===== src/rtl/spi_controller_if.sv =====
// spi_controller_if: byte-level transmit/receive handshake of spi_controller.
//   tx_valid/tx_data/tx_last : byte offered to the controller (tx_last closes the frame)
//   tx_ready                 : controller accepts the byte this cycle
//   rx_strobe/rx_data        : one-cycle pulse with the byte shifted in from MISO
//   busy                     : controller is not idle
// Modports: master = the client feeding bytes, slave = the controller.
interface spi_controller_if;
  logic       tx_valid;
  logic [7:0] tx_data;
  logic       tx_last;
  logic       tx_ready;
  logic       rx_strobe;
  logic [7:0] rx_data;
  logic       busy;

  modport master (
    output tx_valid, tx_data, tx_last,
    input  tx_ready, rx_strobe, rx_data, busy
  );

  modport slave (
    input  tx_valid, tx_data, tx_last,
    output tx_ready, rx_strobe, rx_data, busy
  );
endinterface


===== src/rtl/spi_controller.sv =====
// spi_controller: SPI mode-0 (CPOL=0, CPHA=0, MSB first) initiator.
//   clk, reset     : system clock, synchronous active-high reset
//   bus (slave)    : tx_valid/tx_data/tx_last/tx_ready in, rx_strobe/rx_data/busy out
//   spi_clk/spi_cs/spi_mosi : serial bus outputs (all registered)
//   spi_miso       : serial data in
// Optional: define SPI_CONTROLLER_MISO_SYNC_EN to pass spi_miso through a
// two-flop synchroniser ahead of the sample point (requires CLK_DIV >= 3).
module spi_controller #(
  parameter int unsigned CLK_DIV  = 4,
  parameter int unsigned CS_SETUP = 2,
  parameter int unsigned CS_HOLD  = 2,
  parameter int unsigned CS_IDLE  = 4
) (
  input  logic            clk,
  input  logic            reset,
  spi_controller_if.slave bus,
  output logic            spi_clk,
  output logic            spi_cs,
  output logic            spi_mosi,
  input  logic            spi_miso
);

  localparam int unsigned DW   = $clog2(CLK_DIV + 1);
  localparam int unsigned TMAX = (CS_SETUP > CS_HOLD)
                                 ? ((CS_SETUP > CS_IDLE) ? CS_SETUP : CS_IDLE)
                                 : ((CS_HOLD  > CS_IDLE) ? CS_HOLD  : CS_IDLE);
  localparam int unsigned TW   = (TMAX < 1) ? 1 : $clog2(TMAX + 1);

  localparam logic [DW-1:0] DIV_LOAD   = DW'(CLK_DIV - 1);
  localparam logic [TW-1:0] SETUP_LOAD = TW'((CS_SETUP > 0) ? CS_SETUP - 1 : 0);
  localparam logic [TW-1:0] HOLD_LOAD  = TW'((CS_HOLD  > 0) ? CS_HOLD  - 1 : 0);
  // The IDLE cycle in which the next byte is accepted counts toward the
  // minimum CS-high time, so GAP itself is one cycle shorter than CS_IDLE.
  localparam logic [TW-1:0] GAP_LOAD   = TW'((CS_IDLE > 1) ? CS_IDLE - 2 : 0);

  typedef enum logic [2:0] {
    IDLE, SETUP, LOW, HIGH, WAIT, HOLD, GAP
  } state_t;

  state_t        state_q, state_d;
  logic [DW-1:0] div_q, div_d;
  logic [TW-1:0] tmr_q, tmr_d;
  logic [2:0]    bit_q, bit_d;
  logic [7:0]    tx_sh_q, tx_sh_d;
  logic [7:0]    rx_sh_q, rx_sh_d;
  logic          last_q, last_d;
  logic          sclk_q, sclk_d;
  logic          cs_q, cs_d;
  logic          mosi_q, mosi_d;
  logic          strobe_q, strobe_d;
  logic [7:0]    rx_data_q, rx_data_d;
  logic          ready_q, ready_d;
  logic          busy_q, busy_d;
  logic          accept;
  logic          miso_smp;

`ifdef SPI_CONTROLLER_MISO_SYNC_EN
  logic miso_s1_q, miso_s2_q;

  always_ff @(posedge clk) begin
    if (reset) begin
      miso_s1_q <= 1'b0;
      miso_s2_q <= 1'b0;
    end else begin
      miso_s1_q <= spi_miso;
      miso_s2_q <= miso_s1_q;
    end
  end

  assign miso_smp = miso_s2_q;

  if (CLK_DIV < 3) begin : g_clk_div_check
    $error("spi_controller: CLK_DIV must be >= 3 with the MISO synchroniser");
  end
`else
  assign miso_smp = spi_miso;
`endif

  assign accept = bus.tx_valid & ready_q;

  always_comb begin
    state_d   = state_q;
    div_d     = div_q;
    tmr_d     = tmr_q;
    bit_d     = bit_q;
    tx_sh_d   = tx_sh_q;
    rx_sh_d   = rx_sh_q;
    last_d    = last_q;
    sclk_d    = sclk_q;
    cs_d      = cs_q;
    mosi_d    = mosi_q;
    strobe_d  = 1'b0;
    rx_data_d = rx_data_q;

    case (state_q)
      IDLE: begin
        if (accept) begin
          state_d = SETUP;
          tmr_d   = SETUP_LOAD;
          cs_d    = 1'b0;
          tx_sh_d = bus.tx_data;
          mosi_d  = bus.tx_data[7];
          last_d  = bus.tx_last;
          bit_d   = 3'd7;
        end
      end
      SETUP: begin
        if (tmr_q == '0) begin
          state_d = LOW;
          div_d   = DIV_LOAD;
        end else begin
          tmr_d = tmr_q - 1'b1;
        end
      end
      LOW: begin
        if (div_q == '0) begin
          state_d = HIGH;
          div_d   = DIV_LOAD;
          sclk_d  = 1'b1;
        end else begin
          div_d = div_q - 1'b1;
        end
      end
      HIGH: begin
        if (div_q == '0) begin
          sclk_d  = 1'b0;
          rx_sh_d = {rx_sh_q[6:0], miso_smp};
          if (bit_q != 3'd0) begin
            // Next bit goes out on the same edge that drops spi_clk.
            state_d = LOW;
            div_d   = DIV_LOAD;
            bit_d   = bit_q - 1'b1;
            mosi_d  = tx_sh_q[6];
            tx_sh_d = {tx_sh_q[6:0], 1'b0};
          end else begin
            strobe_d  = 1'b1;
            rx_data_d = rx_sh_d;
            if (last_q) begin
              state_d = HOLD;
              tmr_d   = HOLD_LOAD;
            end else begin
              state_d = WAIT;
            end
          end
        end else begin
          div_d = div_q - 1'b1;
        end
      end
      WAIT: begin
        if (accept) begin
          state_d = LOW;
          div_d   = DIV_LOAD;
          tx_sh_d = bus.tx_data;
          mosi_d  = bus.tx_data[7];
          last_d  = bus.tx_last;
          bit_d   = 3'd7;
        end
      end
      HOLD: begin
        if (tmr_q == '0) begin
          state_d = GAP;
          tmr_d   = GAP_LOAD;
          cs_d    = 1'b1;
        end else begin
          tmr_d = tmr_q - 1'b1;
        end
      end
      GAP: begin
        if (tmr_q == '0) begin
          state_d = IDLE;
        end else begin
          tmr_d = tmr_q - 1'b1;
        end
      end
      default: state_d = IDLE;
    endcase

    ready_d = (state_d == IDLE) || (state_d == WAIT);
    busy_d  = (state_d != IDLE);
  end

  always_ff @(posedge clk) begin
    if (reset) begin
      state_q   <= IDLE;
      div_q     <= '0;
      tmr_q     <= '0;
      bit_q     <= '0;
      tx_sh_q   <= '0;
      rx_sh_q   <= '0;
      last_q    <= 1'b0;
      sclk_q    <= 1'b0;
      cs_q      <= 1'b1;
      mosi_q    <= 1'b0;
      strobe_q  <= 1'b0;
      rx_data_q <= '0;
      ready_q   <= 1'b0;
      busy_q    <= 1'b0;
    end else begin
      state_q   <= state_d;
      div_q     <= div_d;
      tmr_q     <= tmr_d;
      bit_q     <= bit_d;
      tx_sh_q   <= tx_sh_d;
      rx_sh_q   <= rx_sh_d;
      last_q    <= last_d;
      sclk_q    <= sclk_d;
      cs_q      <= cs_d;
      mosi_q    <= mosi_d;
      strobe_q  <= strobe_d;
      rx_data_q <= rx_data_d;
      ready_q   <= ready_d;
      busy_q    <= busy_d;
    end
  end

  assign spi_clk       = sclk_q;
  assign spi_cs        = cs_q;
  assign spi_mosi      = mosi_q;
  assign bus.tx_ready  = ready_q;
  assign bus.rx_strobe = strobe_q;
  assign bus.rx_data   = rx_data_q;
  assign bus.busy      = busy_q;

endmodule


===== src/flat_wrapper.sv =====
// flat-port wrapper written by rule: the top's interface ports become plain ports
module spi_controller_flat 
#(
  parameter int unsigned CLK_DIV  = 4,
  parameter int unsigned CS_SETUP = 2,
  parameter int unsigned CS_HOLD  = 2,
  parameter int unsigned CS_IDLE  = 4
)
  (clk, reset, spi_clk, spi_cs, spi_mosi, spi_miso, bus_tx_valid, bus_tx_data, bus_tx_last, bus_tx_ready, bus_rx_strobe, bus_rx_data, bus_busy);
  spi_controller_if bus_i ();
  input  logic clk;
  input  logic reset;
  output logic spi_clk;
  output logic spi_cs;
  output logic spi_mosi;
  input  logic spi_miso;
  input wire logic [$bits(bus_i.tx_valid)-1:0] bus_tx_valid;
  input wire logic [$bits(bus_i.tx_data)-1:0] bus_tx_data;
  input wire logic [$bits(bus_i.tx_last)-1:0] bus_tx_last;
  output wire logic [$bits(bus_i.tx_ready)-1:0] bus_tx_ready;
  output wire logic [$bits(bus_i.rx_strobe)-1:0] bus_rx_strobe;
  output wire logic [$bits(bus_i.rx_data)-1:0] bus_rx_data;
  output wire logic [$bits(bus_i.busy)-1:0] bus_busy;
  assign bus_i.tx_valid = bus_tx_valid;
  assign bus_i.tx_data = bus_tx_data;
  assign bus_i.tx_last = bus_tx_last;
  assign bus_tx_ready = bus_i.tx_ready;
  assign bus_rx_strobe = bus_i.rx_strobe;
  assign bus_rx_data = bus_i.rx_data;
  assign bus_busy = bus_i.busy;
  spi_controller #(.CLK_DIV(CLK_DIV), .CS_SETUP(CS_SETUP), .CS_HOLD(CS_HOLD), .CS_IDLE(CS_IDLE)) u_core (.clk(clk), .reset(reset), .bus(bus_i), .spi_clk(spi_clk), .spi_cs(spi_cs), .spi_mosi(spi_mosi), .spi_miso(spi_miso));
endmodule

===== config.mk =====
export PLATFORM = sky130hd
export DESIGN_NAME = spi_controller_flat
export DESIGN_NICKNAME = d
export VERILOG_FILES = /design/src/rtl/spi_controller_if.sv /design/src/rtl/spi_controller.sv /design/src/flat_wrapper.sv
export SDC_FILE = /design/constraint.sdc
export NUM_CORES = 1
export LEC_CHECK = 0
export BUFFER_PORTS_ARGS = -buffer_cell sky130_fd_sc_hd__buf_4
export CORE_MARGIN = 3
export CORE_UTILIZATION = 37
export DETAILED_ROUTE_END_ITERATION = 10
export SLEW_MARGIN = 20
export SYNTH_ARGS = -nofsm -noshare
export SYNTH_HDL_FRONTEND = slang
export SYNTH_SLANG_ARGS = --single-unit

===== constraint.sdc =====
create_clock -name clk -period 1.8 [get_ports clk]
set_input_delay 0.36 -clock clk [delete_from_list [all_inputs] [get_ports clk]]
set_output_delay 0.36 -clock clk [all_outputs]
set_load 0.005 [all_outputs]

==> flow_summary.ini <==
[global_routing]
grt_pass1_vias = 1599
grt_max_degree = 40
grt_overflow_total = 0
grt_pass1_wl_um = 7030
grt_usage_pct = 14.3
antenna_found_initial = 0

[detailed_routing]
wirelength_um = 4150
routedWlPerCell_um = 12.5
firstDrtPassIters = 4
vias = 1657
drtIter0Drc = 71
postRouteAntennaNets = 0
viasPerCell = 4.99
drc = 0

[outcome]
status = finished clean

[synthesis]
syn_inst = 230
ys_async_sr_fraction_pct = 0
synth_warnings = 0
syn_nets = 249
synth_ff_type = dfxtp_1
synth.avg_cell_area_um2 = 8.44
synth_seq_area_share_pct = 42.3
synth-edff-count = 0
synth.cell_area_um2 = 1940
ys_ff_latch = 41
ys_types = 43

[place]
place_congestion = 0.804
place.detailed.hpwl_um = 2840
portBuffers = 26
dpl-instance-area_um2 = 2280

[hold_path]
hold_path_end = u_core.rx_sh_q[0]$_SDFFE_PP0P_
min_path_type = in -> reg
hp-start = spi_miso
holdPathStages = 3

[power]
ir_drop_mv = 0.600
power_density_nw_per_um2 = 1310
power_leakage_uw = 0.000926
total_power_uw = 3170

[timing]
timing_hold_violations_final = 0
worst_clock_skew_ns = 0.00773
holdWs_ns = 0.310
rsz0062_at_grt = false
tightest_slew_ns = 0.416
fin_crit_sh_pct = 95.0
slew_viol_final = 0
min_period_ns = 1.71
fmax_mhz = 585
setup_viol = 0
max_slew_margin_pct = 72.3
setup_tns_ns = 0

[floorplan]
initial_core_util_pct = 39.5
core_area_um2 = 4910
die-width_um = 78.4
io_pins = 27
rows = 25
die-area_um2 = 6150
die_h_um = 78.4

[critical_path]
critPathMaxFanout = 5
critPathRequiredTime_ns = 1.97
worstReg2RegEnd = u_core.tmr_q[2]$_SDFFE_PP0P_
arrival_ns = 1.88
endpoint_kind = register
r2r_setup_slack_ns = 0.09
crit_path_start_kind = register
crit_type = reg -> reg
reg2reg_depth = 7
r2r_start = u_core.bit_q[0]$_SDFFE_PP0P_

[clock_network]
cts_buffers = 5
clock_path_buffers = 2
cts_tree = done
clkTransAtPathRegs_ns = 0.09
ctsHtreeMaxLevel = 2
cts_hold_buf = 0
clock_sinks = 41
clockRootBuffer = clkbuf_8
clk_latency_ns = 0.30

[cells_and_area]
fin_nets = 283
n_fill_cell = 503
syn_to_final_growth_pct = 24.3
drive_gt1_share_pct = 25.3
diodes = 0
mostFrequentLayoutCells = dfxtp_1 (41), buf_4 (39), nand2_1 (31), a21oi_1 (31), nor2_1 (23)
final_common_cell = dfxtp_1
design_area_um2 = 2410

[job]
maxCapViolations = 0
per-layer routing:
| layer | part of all wire [%] | track usage [%] | vias up |
|---|---|---|---|
| met5 | 0 | 0 | - |
| met4 | 1.1 | 5.77 | 0 |
| met3 | 3.3 | 4.13 | 5 |
| met2 | 45 | 23.5 | 21 |
| met1 | 50 | 17.4 | 763 |
| li1 | - | - | 868 |
flip-flops by register name, indices dropped and copies added (netlist names):
register              cells
u_core.bus.rx_strobe      1
u_core.tmr_q              3
u_core.rx_sh_q            7
u_core.spi_mosi           1
u_core.bus.busy           1
u_core.state_q            3
u_core.bus.tx_ready       1
u_core.spi_cs             1
u_core.spi_clk            1
u_core.div_q              3
u_core.tx_sh_q            7
u_core.bit_q              3
u_core.bus.rx_data        8
u_core.last_q             1
synthesized netlist by cell type, types with 2 or more instances:
master,instances,area (um2)
a311oi_1,2,17.5
ha_1,6,75.1
nor3_1,3,15.0
nor2b_1,4,25.0
nand2_1,31,116
nor2_1,23,86.3
a211oi_1,3,22.5
inv_1,7,26.3
mux2i_1,8,80.1
a211oi_2,2,25.0
nand3b_1,2,15.0
buf_2,9,45.0
clkbuf_1,4,15.0
a21oi_1,31,155
and2_1,3,18.8
o22ai_1,2,12.5
o21ai_0,13,65.1
dfxtp_1,41,821
a31oi_1,3,18.8
nand2b_1,7,43.8
nand3_1,4,20.0
where the power goes:
group          switching, uW  total [uW]  internal (uW)
clock network            339         614            275
logic                    760        1400            645
registers               95.8        1150           1050
worst max-delay path: stages (launching register included):
cell	delay, ns
dfxtp_1	0.32
inv_2	0.07
ha_2	0.18
nand3b_1	0.10
or3_4	0.35
a32oi_4	0.29
a21boi_2	0.20
o22ai_1	0.08
through the flow:
stage | worst slack, ns | util, % | std cells
final | 0.0907 | 49.1 | 332
after global routing | 0.00258 | 49.1 | 332
after CTS | 0.00304 | 48.4 | 332
after detailed placement | -0.0100 | 46.4 | 324
after global placement | 0.0440 | 46.4 | 324
after floorplan | 0.0491 | - | 230
kinds of logic after synthesis:
kind of cell | after synthesis | share of synthesized area (%)
AND/OR/NAND/NOR | 88 | 23.3
adder cells (fa/ha/maj) | 6 | 3.87
multiplexers | 8 | 4.12
flip-flops | 41 | 42.3
buffers and inverters | 20 | 4.45
AO/OA/AOI/OAI | 67 | 22.0
area by class of cell:
type,count,area [um2],area share (%)
multi-input cells,169,1080,44.7
flip-flops and latches,41,821,34.0
repair buffers,40,313,13.0
well taps,67,83.8,3.47
clock buffers,5,68.8,2.85
inverters,7,26.3,1.09
clock inverters,3,22.5,0.933
repair_timing:
action | in CTS | in global routing
resized for setup | 2 | 10
setup endpoints to repair | 2 | 7
setup buffers | 0 | 0
pin swaps | 1 | 2
worst max path at each step:
| stage | cells after the start | end | slack (ns) | startpoint |
|---|---|---|---|---|
| finish | 7 | u_core.tmr_q[2]$_SDFFE_PP0P_ | 0.09 | u_core.bit_q[0]$_SDFFE_PP0P_ |
| global route | 7 | u_core.tmr_q[1]$_SDFFE_PP0P_ | 0.003 | u_core.bit_q[0]$_SDFFE_PP0P_ |
| CTS | 7 | u_core.tmr_q[2]$_SDFFE_PP0P_ | 0.003 | u_core.div_q[1]$_SDFFE_PP0P_ |
| detailed placement | 7 | u_core.tmr_q[2]$_SDFFE_PP0P_ | -0.01 | u_core.div_q[1]$_SDFFE_PP0P_ |
| global placement | 7 | u_core.tmr_q[2]$_SDFFE_PP0P_ | 0.04 | u_core.div_q[0]$_SDFFE_PP0P_ |
| floorplan | 7 | u_core.tmr_q[2]$_SDFFE_PP0P_ | 0.05 | u_core.div_q[0]$_SDFFE_PP0P_ |
No activity file was read; power rests on OpenSTA's default activity.
